`src/rtl/up_param_if.sv`:
```
// Core-side bus bundle: program ROM, data RAM, I/O and status outputs.
interface up_param_if #(
  parameter int unsigned DATA_W = 4,
  parameter int unsigned ADDR_W = 12
);
  logic [ADDR_W-1:0]   prog_addr;
  logic [4+ADDR_W-1:0] prog_data;
  logic [ADDR_W-1:0]   ram_addr;
  logic [DATA_W-1:0]   ram_wdata;
  logic                ram_we;
  logic [DATA_W-1:0]   ram_rdata;
  logic [DATA_W-1:0]   in_port;
  logic [DATA_W-1:0]   out_port;
  logic                out_valid;
  logic [1:0]          phase;
  logic [ADDR_W-1:0]   pc;
  logic [DATA_W-1:0]   accu;
  logic                c_flag;
  logic                z_flag;
  logic                halted;
  logic                stack_err;

  // Core drives addresses, strobes and status
  modport master (
    output prog_addr, ram_addr, ram_wdata, ram_we, out_port, out_valid,
           phase, pc, accu, c_flag, z_flag, halted, stack_err,
    input  prog_data, ram_rdata, in_port
  );

  // Memories / board drive instruction, read data and pushbuttons
  modport slave (
    input  prog_addr, ram_addr, ram_wdata, ram_we, out_port, out_valid,
           phase, pc, accu, c_flag, z_flag, halted, stack_err,
    output prog_data, ram_rdata, in_port
  );
endinterface

```
`src/rtl/up_param.sv`:
```
// Parametrised accumulator core: FETCH/EXEC/MEMRD/HALT sequencer with call stack.
module up_param #(
  parameter int unsigned DATA_W      = 4,
  parameter int unsigned ADDR_W      = 12,
  parameter int unsigned STACK_DEPTH = 4
) (
  input logic       clock,
  input logic       reset,
  up_param_if.master bus
);
  localparam int unsigned SP_W = $clog2(STACK_DEPTH + 1);
  localparam int unsigned IR_W = 4 + ADDR_W;

  localparam logic [3:0] OP_NOP   = 4'd0;
  localparam logic [3:0] OP_LDI   = 4'd1;
  localparam logic [3:0] OP_LD    = 4'd2;
  localparam logic [3:0] OP_ST    = 4'd3;
  localparam logic [3:0] OP_ADDI  = 4'd4;
  localparam logic [3:0] OP_OUT   = 4'd5;
  localparam logic [3:0] OP_SUBI  = 4'd6;
  localparam logic [3:0] OP_NANDI = 4'd7;
  localparam logic [3:0] OP_CMPI  = 4'd8;
  localparam logic [3:0] OP_JMP   = 4'd9;
  localparam logic [3:0] OP_JC    = 4'd10;
  localparam logic [3:0] OP_JNZ   = 4'd11;
  localparam logic [3:0] OP_CALL  = 4'd12;
  localparam logic [3:0] OP_RET   = 4'd13;
  localparam logic [3:0] OP_IN    = 4'd14;
  localparam logic [3:0] OP_HALT  = 4'd15;

  typedef enum logic [1:0] {
    S_FETCH = 2'd0,
    S_EXEC  = 2'd1,
    S_MEMRD = 2'd2,
    S_HALT  = 2'd3
  } state_e;

  state_e              state_q, state_d;
  logic [ADDR_W-1:0]   pc_q, pc_d;
  logic [DATA_W-1:0]   accu_q, accu_d;
  logic                c_q, c_d, z_q, z_d;
  logic [IR_W-1:0]     ir_q, ir_d;
  logic [DATA_W-1:0]   out_q, out_d;
  logic                out_valid_q, out_valid_d;
  logic                ram_we_q, ram_we_d;
  logic [SP_W-1:0]     sp_q, sp_d;
  logic                stack_err_q, stack_err_d;
  logic [ADDR_W-1:0]   stack_q [STACK_DEPTH];
  logic [ADDR_W-1:0]   stack_d [STACK_DEPTH];

  logic [3:0]          op;
  logic [ADDR_W-1:0]   field;
  logic [DATA_W-1:0]   imm;
  logic [3:0]          fetch_op;
  logic [ADDR_W-1:0]   pc_inc;
  logic [DATA_W:0]     add_sum;
  logic [DATA_W:0]     sub_sum;
  logic [ADDR_W-1:0]   pop_val;

  assign op       = ir_q[IR_W-1 -: 4];
  assign field    = ir_q[ADDR_W-1:0];
  assign imm      = field[DATA_W-1:0];
  assign fetch_op = bus.prog_data[IR_W-1 -: 4];
  assign pc_inc   = pc_q + ADDR_W'(1);
  assign add_sum  = {1'b0, accu_q} + {1'b0, imm};
  assign sub_sum  = {1'b0, accu_q} + {1'b0, ~imm} + (DATA_W + 1)'(1);

  // Top-of-stack read for RET
  always_comb begin
    pop_val = '0;
    for (int unsigned i = 0; i < STACK_DEPTH; i++) begin
      if (sp_q == SP_W'(i + 1)) pop_val = stack_q[i];
    end
  end

  // Next-state and datapath decode
  always_comb begin
    state_d     = state_q;
    pc_d        = pc_q;
    accu_d      = accu_q;
    c_d         = c_q;
    z_d         = z_q;
    ir_d        = ir_q;
    out_d       = out_q;
    out_valid_d = 1'b0;
    ram_we_d    = 1'b0;
    sp_d        = sp_q;
    stack_err_d = stack_err_q;
    stack_d     = stack_q;

    unique case (state_q)
      S_FETCH: begin
        ir_d    = bus.prog_data;
        state_d = S_EXEC;
        // Strobes are registered here so they are high for exactly the EXEC cycle
        ram_we_d = (fetch_op == OP_ST);
        if (fetch_op == OP_OUT) begin
          out_valid_d = 1'b1;
          out_d       = accu_q;
        end
      end
      S_EXEC: begin
        pc_d    = pc_inc;
        state_d = S_FETCH;
        unique case (op)
          OP_NOP, OP_ST, OP_OUT: ;
          OP_LDI: begin
            accu_d = imm;
            z_d    = (imm == '0);
          end
          OP_LD: state_d = S_MEMRD;
          OP_ADDI: begin
            {c_d, accu_d} = add_sum;
            z_d           = (add_sum[DATA_W-1:0] == '0);
          end
          OP_SUBI: begin
            {c_d, accu_d} = sub_sum;
            z_d           = (sub_sum[DATA_W-1:0] == '0);
          end
          OP_NANDI: begin
            accu_d = ~(accu_q & imm);
            z_d    = ((accu_q & imm) == {DATA_W{1'b1}});
          end
          OP_CMPI: begin
            c_d = sub_sum[DATA_W];
            z_d = (sub_sum[DATA_W-1:0] == '0);
          end
          OP_JMP: pc_d = field;
          OP_JC:  if (c_q) pc_d = field;
          OP_JNZ: if (!z_q) pc_d = field;
          OP_CALL: begin
            if (sp_q == SP_W'(STACK_DEPTH)) begin
              pc_d        = pc_q;
              stack_err_d = 1'b1;
              state_d     = S_HALT;
            end else begin
              for (int unsigned i = 0; i < STACK_DEPTH; i++) begin
                if (sp_q == SP_W'(i)) stack_d[i] = pc_inc;
              end
              sp_d = sp_q + SP_W'(1);
              pc_d = field;
            end
          end
          OP_RET: begin
            if (sp_q == '0) begin
              pc_d        = pc_q;
              stack_err_d = 1'b1;
              state_d     = S_HALT;
            end else begin
              sp_d = sp_q - SP_W'(1);
              pc_d = pop_val;
            end
          end
          OP_IN: begin
            accu_d = bus.in_port;
            z_d    = (bus.in_port == '0);
          end
          OP_HALT: begin
            pc_d    = pc_q;
            state_d = S_HALT;
          end
          default: ;
        endcase
      end
      S_MEMRD: begin
        accu_d  = bus.ram_rdata;
        z_d     = (bus.ram_rdata == '0);
        state_d = S_FETCH;
      end
      S_HALT: ;
      default: state_d = S_FETCH;
    endcase
  end

  // State and datapath registers, synchronous reset
  always_ff @(posedge clock) begin
    if (reset) begin
      state_q     <= S_FETCH;
      pc_q        <= '0;
      accu_q      <= '0;
      c_q         <= 1'b0;
      z_q         <= 1'b0;
      ir_q        <= '0;
      out_q       <= '0;
      out_valid_q <= 1'b0;
      ram_we_q    <= 1'b0;
      sp_q        <= '0;
      stack_err_q <= 1'b0;
      for (int unsigned i = 0; i < STACK_DEPTH; i++) stack_q[i] <= '0;
    end else begin
      state_q     <= state_d;
      pc_q        <= pc_d;
      accu_q      <= accu_d;
      c_q         <= c_d;
      z_q         <= z_d;
      ir_q        <= ir_d;
      out_q       <= out_d;
      out_valid_q <= out_valid_d;
      ram_we_q    <= ram_we_d;
      sp_q        <= sp_d;
      stack_err_q <= stack_err_d;
      stack_q     <= stack_d;
    end
  end

  assign bus.prog_addr = pc_q;
  assign bus.ram_addr  = field;
  assign bus.ram_wdata = accu_q;
  assign bus.ram_we    = ram_we_q;
  assign bus.out_port  = out_q;
  assign bus.out_valid = out_valid_q;
  assign bus.phase     = state_q;
  assign bus.pc        = pc_q;
  assign bus.accu      = accu_q;
  assign bus.c_flag    = c_q;
  assign bus.z_flag    = z_q;
  assign bus.halted    = (state_q == S_HALT);
  assign bus.stack_err = stack_err_q;
endmodule

```
`src/flat_wrapper.sv`:
```
// flat-port wrapper written by rule: the top's interface ports become plain ports
module up_param_flat 
#(
  parameter int unsigned DATA_W      = 4,
  parameter int unsigned ADDR_W      = 12,
  parameter int unsigned STACK_DEPTH = 4
)
  (clock, reset, bus_prog_addr, bus_ram_addr, bus_ram_wdata, bus_ram_we, bus_out_port, bus_out_valid, bus_phase, bus_pc, bus_accu, bus_c_flag, bus_z_flag, bus_halted, bus_stack_err, bus_prog_data, bus_ram_rdata, bus_in_port);
  up_param_if #(.DATA_W(DATA_W), .ADDR_W(ADDR_W)) bus_i ();
  input logic clock;
  input logic reset;
  output wire logic [$bits(bus_i.prog_addr)-1:0] bus_prog_addr;
  output wire logic [$bits(bus_i.ram_addr)-1:0] bus_ram_addr;
  output wire logic [$bits(bus_i.ram_wdata)-1:0] bus_ram_wdata;
  output wire logic [$bits(bus_i.ram_we)-1:0] bus_ram_we;
  output wire logic [$bits(bus_i.out_port)-1:0] bus_out_port;
  output wire logic [$bits(bus_i.out_valid)-1:0] bus_out_valid;
  output wire logic [$bits(bus_i.phase)-1:0] bus_phase;
  output wire logic [$bits(bus_i.pc)-1:0] bus_pc;
  output wire logic [$bits(bus_i.accu)-1:0] bus_accu;
  output wire logic [$bits(bus_i.c_flag)-1:0] bus_c_flag;
  output wire logic [$bits(bus_i.z_flag)-1:0] bus_z_flag;
  output wire logic [$bits(bus_i.halted)-1:0] bus_halted;
  output wire logic [$bits(bus_i.stack_err)-1:0] bus_stack_err;
  input wire logic [$bits(bus_i.prog_data)-1:0] bus_prog_data;
  input wire logic [$bits(bus_i.ram_rdata)-1:0] bus_ram_rdata;
  input wire logic [$bits(bus_i.in_port)-1:0] bus_in_port;
  assign bus_prog_addr = bus_i.prog_addr;
  assign bus_ram_addr = bus_i.ram_addr;
  assign bus_ram_wdata = bus_i.ram_wdata;
  assign bus_ram_we = bus_i.ram_we;
  assign bus_out_port = bus_i.out_port;
  assign bus_out_valid = bus_i.out_valid;
  assign bus_phase = bus_i.phase;
  assign bus_pc = bus_i.pc;
  assign bus_accu = bus_i.accu;
  assign bus_c_flag = bus_i.c_flag;
  assign bus_z_flag = bus_i.z_flag;
  assign bus_halted = bus_i.halted;
  assign bus_stack_err = bus_i.stack_err;
  assign bus_i.prog_data = bus_prog_data;
  assign bus_i.ram_rdata = bus_ram_rdata;
  assign bus_i.in_port = bus_in_port;
  up_param #(.DATA_W(DATA_W), .ADDR_W(ADDR_W), .STACK_DEPTH(STACK_DEPTH)) u_core (.clock(clock), .reset(reset), .bus(bus_i));
endmodule
```
`config.mk`:
```
export PLATFORM = sky130hd
export DESIGN_NAME = up_param_flat
export DESIGN_NICKNAME = d
export VERILOG_FILES = /design/src/rtl/up_param_if.sv /design/src/rtl/up_param.sv /design/src/flat_wrapper.sv
export SDC_FILE = /design/constraint.sdc
export NUM_CORES = 1
export LEC_CHECK = 0
export CORE_MARGIN = 2
export CORE_UTILIZATION = 59
export CTS_CLUSTER_SIZE = 14
export DETAILED_ROUTE_END_ITERATION = 8
export PLACE_DENSITY = 0.86
export REMOVE_ABC_BUFFERS = 1
export SYNTH_ARGS = -nofsm -noshare
export SYNTH_HDL_FRONTEND = slang
export SYNTH_SLANG_ARGS = --single-unit
```
`constraint.sdc`:
```
create_clock -name clock -period 5.95 [get_ports clock]
set_clock_uncertainty 0.05 [all_clocks]
set_input_delay 0.595 -clock clock [delete_from_list [all_inputs] [get_ports clock]]
set_output_delay 0.595 -clock clock [all_outputs]
set_load 0.01 [all_outputs]
```
==> results.cfg <==
[synth]
netlist_area_um2 = 5450
synth_cells = 630
synth_seq_cells = 94
yosysSeqAreaShare_pct = 34.5
synth_flop_cell = dfxtp_1
synthArstFlopShare_pct = 0
ys_types = 70
synth.avg_cell_area_um2 = 8.65
synth_edf_count = 0
synth.yosys.warnings = 0

[sta]
tightest_slew_ns = 1.31
timing.fmax_mhz = 347
fin_setup_tns_ns = 0
slew_viol_final = 0
hold_viol_final = 0
setup_violations = 0
post-route-period-util_pct = 48.5
period_minus_slack_ns = 2.88
slew_headroom_pct = 12.2
rsz0062_at_grt = no

[clocking]
cts_buffer_depth = 2
clk_pin_slew_ns = 0.10
cts_hold_buf = 0
root_buffer = clkbuf_8
cts_setup_buffers = 0
ctsResizeCount = 0
insertion_delay_ns = 0.37
numCtsBuffers = 9
cts.sinks = 94
cts_tree = built
htreeDepth = 3

[setup_path]
crit_start = u_core.ir_q[15]
r2r_slack_ns = 3.07
cp-start-kind = flip-flop
endpoint = u_core.stack_q[10]
reg2reg_to = u_core.stack_q[10]
crit_required_ns = 6.16
worstRegToRegCells = 5
endpoint_kind = flip-flop
worstReg2RegStart = u_core.ir_q[15]
critPathMaxFanout = 27
cp_data_arrival_time_ns = 3.10
critical_path_class = reg -> reg

[grt]
grt_start_max_net_pins = 51
grt_overflow = 0
grt_pass1_vias = 4615
antenna_found_initial = 0
grt_pass1_wl_um = 22900
track_usage_pct = 28.6

[place]
post_dp_cell_area_um2 = 5970
numPortBuffers = 81
gp_congestion = 0.913
place_inst = 750
post-dp-hpwl_um = 10200

[die]
ios = 82
dieArea_um2 = 10000
die_w_um = 100
initial_core_util_pct = 59.8
rows = 35
die-height_um = 100
core_region_area_um2 = 9110

[routing]
drt_iter0_markers = 321
antenna_left = 0
first_pass_iters = 5
avgViaCountPerCell = 6.32
drc = 0
wl_per_cell_um = 18.5
wirelength_um = 14100
vias = 4838

[finish]
fin_cells = 766
drive_gt1_share_pct = 4.58
num_antenna_cells = 0
postLayoutCellArea_um2 = 6160
fin_nets = 698
filler_cell_count = 736
syn2layout_area_growth_pct = 13.0

[pwr]
p_sw_share_pct = 31.0
power_density_nw_per_um2 = 219
p_comb_share_pct = 17.6
p_int_w = 0.000929
pwr-share-clk_pct = 30.9
ir_worst_vdd_uv = 153
p_seq_share_pct = 51.5
switchingPower_w = 0.000417
p_leak_nw = 2.18

[job]
drv_cap = 0

[outcome]
status = finished, final reports clean

[hold_path]
hold_path.class = reg -> reg
## placed cells by master (no fill, tap or decap), drive strengths merged, types with 13 or more instances in the layout
cell type / n
a211oi: 40
a21oi: 24
a221oi: 16
clkdlybuf4s50: 80
dfxtp: 94
ha: 20
inv: 26
mux2i: 40
nand2: 31
nor2: 99
o21ai: 13
## logic make-up (layout without fill, tap and decap cells)
kind of cell / after synthesis / in the layout / synth area share, %
AO/OA/AOI/OAI: 148 / 148 / 19.8
XOR/XNOR: 22 / 22 / 3.81
adder cells (fa/ha/maj): 22 / 22 / 5.32
buffers and inverters: 95 / 120 / 9.59
flip-flops: 94 / 94 / 34.5
multiplexers: 41 / 41 / 7.55
AND/OR/NAND/NOR: 208 / 208 / 19.4
## per-layer routing
layer	global-route usage, %	vias up	wire length, um
met3	4.60	35	900
met4	11.5	0	403
met2	51.1	224	7090
met1	34.3	2294	5760
met5	0	-	0
li1	-	2285	-
## per-stage QoR
stage	hold WS, ns	total power [W]	worst slack, ns	utilization, %
final	0.445	0.00135	3.07	67.6
after global routing	0.476	0.00140	2.82	67.6
after CTS	0.451	0.00134	3.14	67.6
after detailed placement	0.417	0.000940	3.16	65.6
after global placement	0.412	0.000934	3.28	65.6
after floorplan	0.401	0.000822	3.04	-
## final cells by class
class	count	area, um2	area share (%)
Multi-Input combinational cell	441	3050	49.6
Sequential cell	94	1880	30.6
Timing Repair Buffer	83	821	13.3
Tap cell	111	139	2.26
Clock buffer	9	124	2.01
Inverter	21	78.8	1.28
Clock inverter	7	62.6	1.02
## flip-flops by register name (all words and copies together) (netlist names)
| signal | cells |
|---|---|
| u_core.bus.c_flag | 1 |
| u_core.bus.phase | 2 |
| u_core.bus.z_flag | 1 |
| u_core.bus.out_valid | 1 |
| u_core.sp_q | 3 |
| u_core.bus.pc | 12 |
| u_core.bus.ram_we | 1 |
| u_core.bus.stack_err | 1 |
| u_core.bus.accu | 4 |
| u_core.stack_q | 48 |
| u_core.bus.out_port | 4 |
| u_core.ir_q | 16 |
## synthesized netlist by cell type (3+ instances only)
cell / instances / area, um2
inv_1: 21 / 78.8
nor3b_1: 7 / 52.6
nand2_1: 31 / 116
nor3_1: 6 / 30.0
a211o_1: 4 / 35.0
nor4b_1: 4 / 35.0
and3_1: 4 / 25.0
a21oi_1: 24 / 120
buf_2: 19 / 95.1
dfxtp_1: 94 / 1880
mux2i_1: 40 / 400
a221oi_1: 16 / 140
nor2_1: 99 / 372
buf_4: 36 / 270
and3b_1: 7 / 61.3
o31ai_1: 5 / 37.5
a211oi_1: 40 / 300
a22oi_1: 5 / 37.5
a311oi_1: 5 / 43.8
or3_1: 3 / 18.8
xnor2_1: 11 / 96.3
nor2b_1: 11 / 68.8
o211ai_1: 6 / 45.0
a221o_1: 3 / 30.0
nand2b_1: 3 / 18.8
o41ai_1: 3 / 26.3
xor2_1: 9 / 78.8
nand3b_1: 4 / 30.0
nand3_1: 8 / 40.0
o22ai_1: 3 / 18.8
ha_1: 20 / 250
o21ai_0: 13 / 65.1
clkbuf_1: 16 / 60.1
## power groups by stage
stage / logic (W) / registers (W) / clock network (W)
finish: 0.000237 / 0.000692 / 0.000416
global route: 0.000256 / 0.000697 / 0.000444
CTS: 0.000235 / 0.000692 / 0.000417
detailed placement: 0.000234 / 0.000706 / 0
global placement: 0.000230 / 0.000704 / 0
floorplan: 0.000116 / 0.000705 / 0
## worst min-delay path by stage
stage,start,to,cells past startpoint
2_1_floorplan,u_core.stack_q[13],u_core.stack_q[13],2
3_3_place_gp,u_core.bus.stack_err,u_core.bus.stack_err,2
3_5_place_dp,u_core.bus.stack_err,u_core.bus.stack_err,2
4_1_cts,u_core.bus.stack_err,u_core.bus.stack_err,2
5_1_grt,u_core.stack_q[19],u_core.stack_q[19],2
6_report,u_core.bus.stack_err,u_core.bus.stack_err,2
## worst max-delay path, cell delays in order, from the launching register on
cell and delay [ns]:
dfxtp_1 0.83, and4bb_2 0.38, nand2_1 0.10, nor2_1 1.02, nor2_1 0.11, a211oi_1 0.30
(Power assumes the default switching activity.)
==> RTL change 1: new RTL, same settings <==
`DATA_W` is set to 4 in 3 places; all go to 5.
--- a/src/rtl/up_param_if.sv
+++ b/src/rtl/up_param_if.sv
@@ -2,3 +2,3 @@
 interface up_param_if #(
-  parameter int unsigned DATA_W = 4,
+  parameter int unsigned DATA_W = 5,
   parameter int unsigned ADDR_W = 12
--- a/src/rtl/up_param.sv
+++ b/src/rtl/up_param.sv
@@ -2,3 +2,3 @@
 module up_param #(
-  parameter int unsigned DATA_W      = 4,
+  parameter int unsigned DATA_W      = 5,
   parameter int unsigned ADDR_W      = 12,
--- a/src/flat_wrapper.sv
+++ b/src/flat_wrapper.sv
@@ -3,3 +3,3 @@
 #(
-  parameter int unsigned DATA_W      = 4,
+  parameter int unsigned DATA_W      = 5,
   parameter int unsigned ADDR_W      = 12,
Interface: changed (5 resized); port bits go from 82 to 87. No check against the original RTL was run, so the function may have changed too.
==> RTL change 1 against the original RTL <==
- area after synthesis up 0.85%
- sequential cell count rose by 2
- hold slack got worse by 11 ps
- combinational power grew 5%
- cell area increased by 1.5%
- wire length up 8.6%
- power up 2.4%
- worst setup slack lost 35 ps
- largest power group unchanged
==> RTL change 1: results (changes against the original RTL) <==
[run_status]
status = completed

[route]
routed_wl_mm = 15.36  ; +8.6%
num_vias = 5095  ; +5.3%
met1_length_mm = 6.748  ; +17%
wl_met2_mm = 7.006  ; -1.1%
route.met3.wl_mm = 1.465  ; +63%
first_iter_violations = 449  ; +40%

[critical_path]
slowest_delay_ps = 850  ; -170 ps
cp.arrival_ps = 3110  ; about the same
path_max_fanout = 17  ; -37%
r2r-start = u_core.bus.phase[0]$_SDFFE_PP0P_
cp_slowest_cell = ha_1
r2r_slack_ps = 3030  ; -30 ps
crit_family = simple AND/OR/NAND/NOR gates
timing.critical_path.to = u_core.bus.out_port[2]$_SDFFE_PP0P_

[synthesis]
ys_seq_area_share_pct = 34.96  ; +0.44 points
ys_types = 60  ; -14%
synth_xor_area_share_pct = 3.186  ; -0.62 points
synth_compound_area_share_pct = 19.21  ; -0.62 points
synth_mux_area_share_pct = 5.280  ; -2.3 points
synthFlopType = dfxtp_1
netlist_top_cells_count = 121 x nor2_1, 96 x dfxtp_1, 39 x a21oi_1
synth_area_leaders = dfxtp_1 35%, nor2_1 8.3%, mux2i_1 5.3%
avgSynthCellArea_um2 = 8.193  ; -5.3%
synthAdderAreaFrac_pct = 5.735  ; +0.41 points

[place]
dp.final_hpwl_mm = 11.18  ; +9.7%
place_congestion = 0.9775  ; +7.0%
dpl.cell_count = 795  ; +6.0%
portBuffers = 86  ; +6.2%

[global_route]
grt_pass1_vias = 4759  ; +3.1%
grt_max_degree = 63  ; +24%
grt_use_total_pct = 30.49  ; +1.9 points
antenna_found_initial = 0  ; unchanged
grt_pass1_wl_mm = 24.35  ; +6.4%

[pwr]
intPower_w = 0.0009464  ; +1.9%
ir_drop_uv = 221.7  ; +45%
leakage_nw = 2.247  ; +2.8%

[clock_network]
cts_root_buf = clkbuf_8
cts_buffer_depth = 2  ; unchanged

[layout]
finalNonFillerCells = 811  ; +5.9%
n_fill_cell = 760  ; +3.3%
drive_gt1_share_pct = 4.143  ; -0.44 points
fin_nets = 747  ; +7.0%

[worst_hold_path]
worstHoldPathType = flop to flop

[sta]
slew_headroom_pct = 27.75  ; +16 points

==> RTL change 1: power groups by stage <==
stage / sequential [W] / clock [W] / combinational, W
finish: 0.000703 / 0.000426 / 0.000249
global route: 0.000706 / 0.000451 / 0.000269
CTS: 0.000702 / 0.000425 / 0.000246
detailed placement: 0.000716 / 0 / 0.000244
global placement: 0.000715 / 0 / 0.000241
floorplan: 0.000716 / 0 / 0.000119
==> RTL change 1: kinds of logic after synthesis <==
| kind of cell | count (synthesis) |
|---|---|
| flops | 96 |
| buf+inv | 97 |
| fa+ha+maj | 24 |
| mux | 29 |
| compound gates | 150 |
| simple gates | 255 |
| xor+xnor | 20 |
==> RTL change 1: layout make-up <==
cell class	count	area, um2	area share (%)
clock inverters	7	73.82	1.181
inverters	23	86.33	1.381
flip-flops and latches	96	1922	30.75
well taps	111	138.9	2.222
repair buffers	87	863.3	13.81
clock buffers	9	123.9	1.982
multi-input cells	478	3042	48.67
==> RTL change 1: how the worst min path moves through the flow <==
stage                                          startpoint                               to  slack [ps]  depth (start not counted)
after floorplan           u_core.stack_q[25]$_SDFFE_PP0P_  u_core.stack_q[25]$_SDFFE_PP0P_         380                          2
after global placement    u_core.stack_q[25]$_SDFFE_PP0P_  u_core.stack_q[25]$_SDFFE_PP0P_         390                          2
after detailed placement  u_core.stack_q[13]$_SDFFE_PP0P_  u_core.stack_q[13]$_SDFFE_PP0P_         410                          2
after CTS                 u_core.stack_q[37]$_SDFFE_PP0P_  u_core.stack_q[37]$_SDFFE_PP0P_         430                          2
after global routing      u_core.stack_q[13]$_SDFFE_PP0P_  u_core.stack_q[13]$_SDFFE_PP0P_         450                          2
final                     u_core.stack_q[37]$_SDFFE_PP0P_  u_core.stack_q[37]$_SDFFE_PP0P_         430                          2
==> RTL change 1: stage by stage <==
stage / instance area, um2 / total power, W / hold WS [ps] / setup WS, ps
floorplan: 5050 / 0.0008353 / 380.2 / 3625
global placement: 6052 / 0.0009560 / 391.5 / 3128
detailed placement: 6052 / 0.0009608 / 413.7 / 3044
CTS: 6250 / 0.001373 / 427.4 / 3037
global route: 6250 / 0.001427 / 453.5 / 2770
finish: 6250 / 0.001378 / 433.8 / 3031
==> RTL change 1: routing by layer <==
| layer | GRT usage [%] | vias to the layer above |
|---|---|---|
| li1 | - | 2388 |
| met1 | 44.00 | 2423 |
| met2 | 47.65 | 268 |
| met3 | 5.132 | 16 |
| met4 | 7.587 | 0 |
| met5 | 0 | - |
==> RTL change 1: tightest hold or removal path: cells and delay by family, from the launching register on <==
| family | cells | cell delay [ps] |
|---|---|---|
| compound gates | 1 | 60 |
| flops | 1 | 330 |
| simple gates | 1 | 50 |
==> RTL change 2: new RTL, config.mk and constraints unchanged <==
Made on the original files. Remove the case item `OP_RET` of the case on `op`.
--- a/src/rtl/up_param.sv
+++ b/src/rtl/up_param.sv
@@ -141,12 +141,2 @@
               pc_d = field;
-            end
-          end
-          OP_RET: begin
-            if (sp_q == '0) begin
-              pc_d        = pc_q;
-              stack_err_d = 1'b1;
-              state_d     = S_HALT;
-            end else begin
-              sp_d = sp_q - SP_W'(1);
-              pc_d = pop_val;
             end
Behaviour: not the same (a bounded check fails within 4 cycles, from zero or initial values and one cycle with reset high).
==> RTL change 2 against the original RTL <==
- cell area decreased by 37%
- power decreased by 45%
- worst setup slack improved by 550 ps
- sequential cell count decreased by 48
- fmax increased by 24%
- area after synthesis decreased by 41%
- wire length decreased by 45%
- critical endpoint is now u_core.bus.accu[3]$_SDFFE_PP0P_
- highest routed layer unchanged
==> RTL change 2: results (changes against the original RTL) <==
[run_status]
status = completed

[route]
wire_per_inst_um = 15.94  ; -14%
drc_errors = 0  ; unchanged
first_iter_violations = 178  ; -45%
viasPerCell = 5.915  ; -6.4%
drtPass1Iterations = 5  ; unchanged

[pwr]
seqPwrFrac_pct = 47.3  ; -4.2 points
ir_drop_uv = 151.8  ; -0.85%
leakage_nw = 1.514  ; -31%
power_switching_w = 0.0002333  ; -44%

[layout]
fin_nets = 465  ; -33%
drive_gt1_share_pct = 5.213  ; +0.63 points
finalNonFillerCells = 492  ; -36%
regMostFlops = u_core.ir_q
largest_reg_flops = 16  ; -67%

[clock_network]
cts_root_buf = clkbuf_8
cts_resized = 0  ; unchanged
clkLatencyLatePin_ps = 300  ; -70 ps
cts_buffers = 5  ; -4
cts_max_level = 2  ; -1
cts_buffer_depth = 2  ; unchanged

[sta]
tightest_slew_ps = 854.8  ; -457.2 ps

[synthesis]
netlist_top_cells_count = 46 x dfxtp_1, 37 x nor2_1, 32 x buf_4
ys_types = 61  ; -13%
ys_seq_area_share_pct = 28.69  ; -5.8 points
avgSynthCellArea_um2 = 8.513  ; -1.6%
synthFlopType = dfxtp_1
synth_area_leaders = dfxtp_1 29%, mux2i_1 9.4%, buf_4 7.5%
synth_warnings = 0  ; unchanged

[critical_path]
cp.arrival_ps = 2470  ; -630 ps
path_max_fanout = 9  ; -67%

[place]
dpl.cell_count = 484  ; -35%
dp.final_hpwl_mm = 5.634  ; -45%
place_congestion = 0.9057  ; -0.82%
pre_cts_slack_ps = 3667  ; +505.5 ps

[global_route]
grt_pass1_vias = 2710  ; -41%
antenna_found_initial = 0  ; unchanged
grt_pass1_wl_mm = 12.71  ; -44%
grt_max_degree = 52  ; +2.0%
grt_use_total_pct = 25.76  ; -2.9 points

## RTL change 2: critical path, stage by stage, from the launching register on
cell,delay [ps]
dfxtp_1,510
inv_1,130
ha_1,480
nor3b_1,90
nor3_1,360
o21a_1,180
xnor2_1,70
o41ai_1,330
## RTL change 2: through the flow
step,hold slack (ps),instance area [um2]
after floorplan,427.9,2892
after global placement,415.3,3807
after detailed placement,416.0,3807
after CTS,437.3,3897
after global routing,461.1,3897
final,443.9,3897
## RTL change 2: logic make-up (layout without fill, tap and decap cells)
kind of cell	Yosys count	in the layout	share of synthesized area (%)
adder cells (fa/ha/maj)	18	18	7.485
AO/OA/AOI/OAI	85	85	19.96
XOR/XNOR	7	7	1.910
buffers and inverters	69	114	12.48
flip-flops	46	46	28.69
AND/OR/NAND/NOR	122	122	20.12
multiplexers	30	30	9.357
## RTL change 2: metal layers
layer	global-route usage [%]	vias up	wire length, um
met5	0	-	0
met4	10.18	0	175
met3	3.953	23	508
met2	43.62	142	3819
met1	32.80	1335	3339
li1	-	1410	-
## RTL change 2: area by class of cell
type                       count  area, um2
multi-input combinational    262       1888
tap                           70      87.58
timing repair buffer          84      828.3
clock buffer                   5      68.82
sequential                    46      920.9
inverter                      22      82.58
fill                         375       1275
clock inverter                 3      21.27
## RTL change 2: final timing paths
check	end	depth (start not counted)	start	slack (ps)
setup / recovery	u_core.bus.accu[3]$_SDFFE_PP0P_	7	u_core.ir_q[2]$_SDFFE_PP0N_	3620
hold / removal	u_core.bus.stack_err$_SDFFE_PP0P_	2	u_core.bus.stack_err$_SDFFE_PP0P_	440
setup reg to reg	u_core.bus.accu[3]$_SDFFE_PP0P_	7	u_core.ir_q[2]$_SDFFE_PP0N_	3620
hold reg to reg	u_core.bus.stack_err$_SDFFE_PP0P_	2	u_core.bus.stack_err$_SDFFE_PP0P_	440
## RTL change 2: power by group through the flow
stage / Sequential [W] / Combinational [W] / Clock (W)
finish: 0.000350 / 0.000202 / 0.000189
global placement: 0.000356 / 0.000196 / 0
detailed placement: 0.000357 / 0.000200 / 0
floorplan: 0.000360 / 0.000108 / 0
global route: 0.000353 / 0.000219 / 0.000207
CTS: 0.000350 / 0.000201 / 0.000194
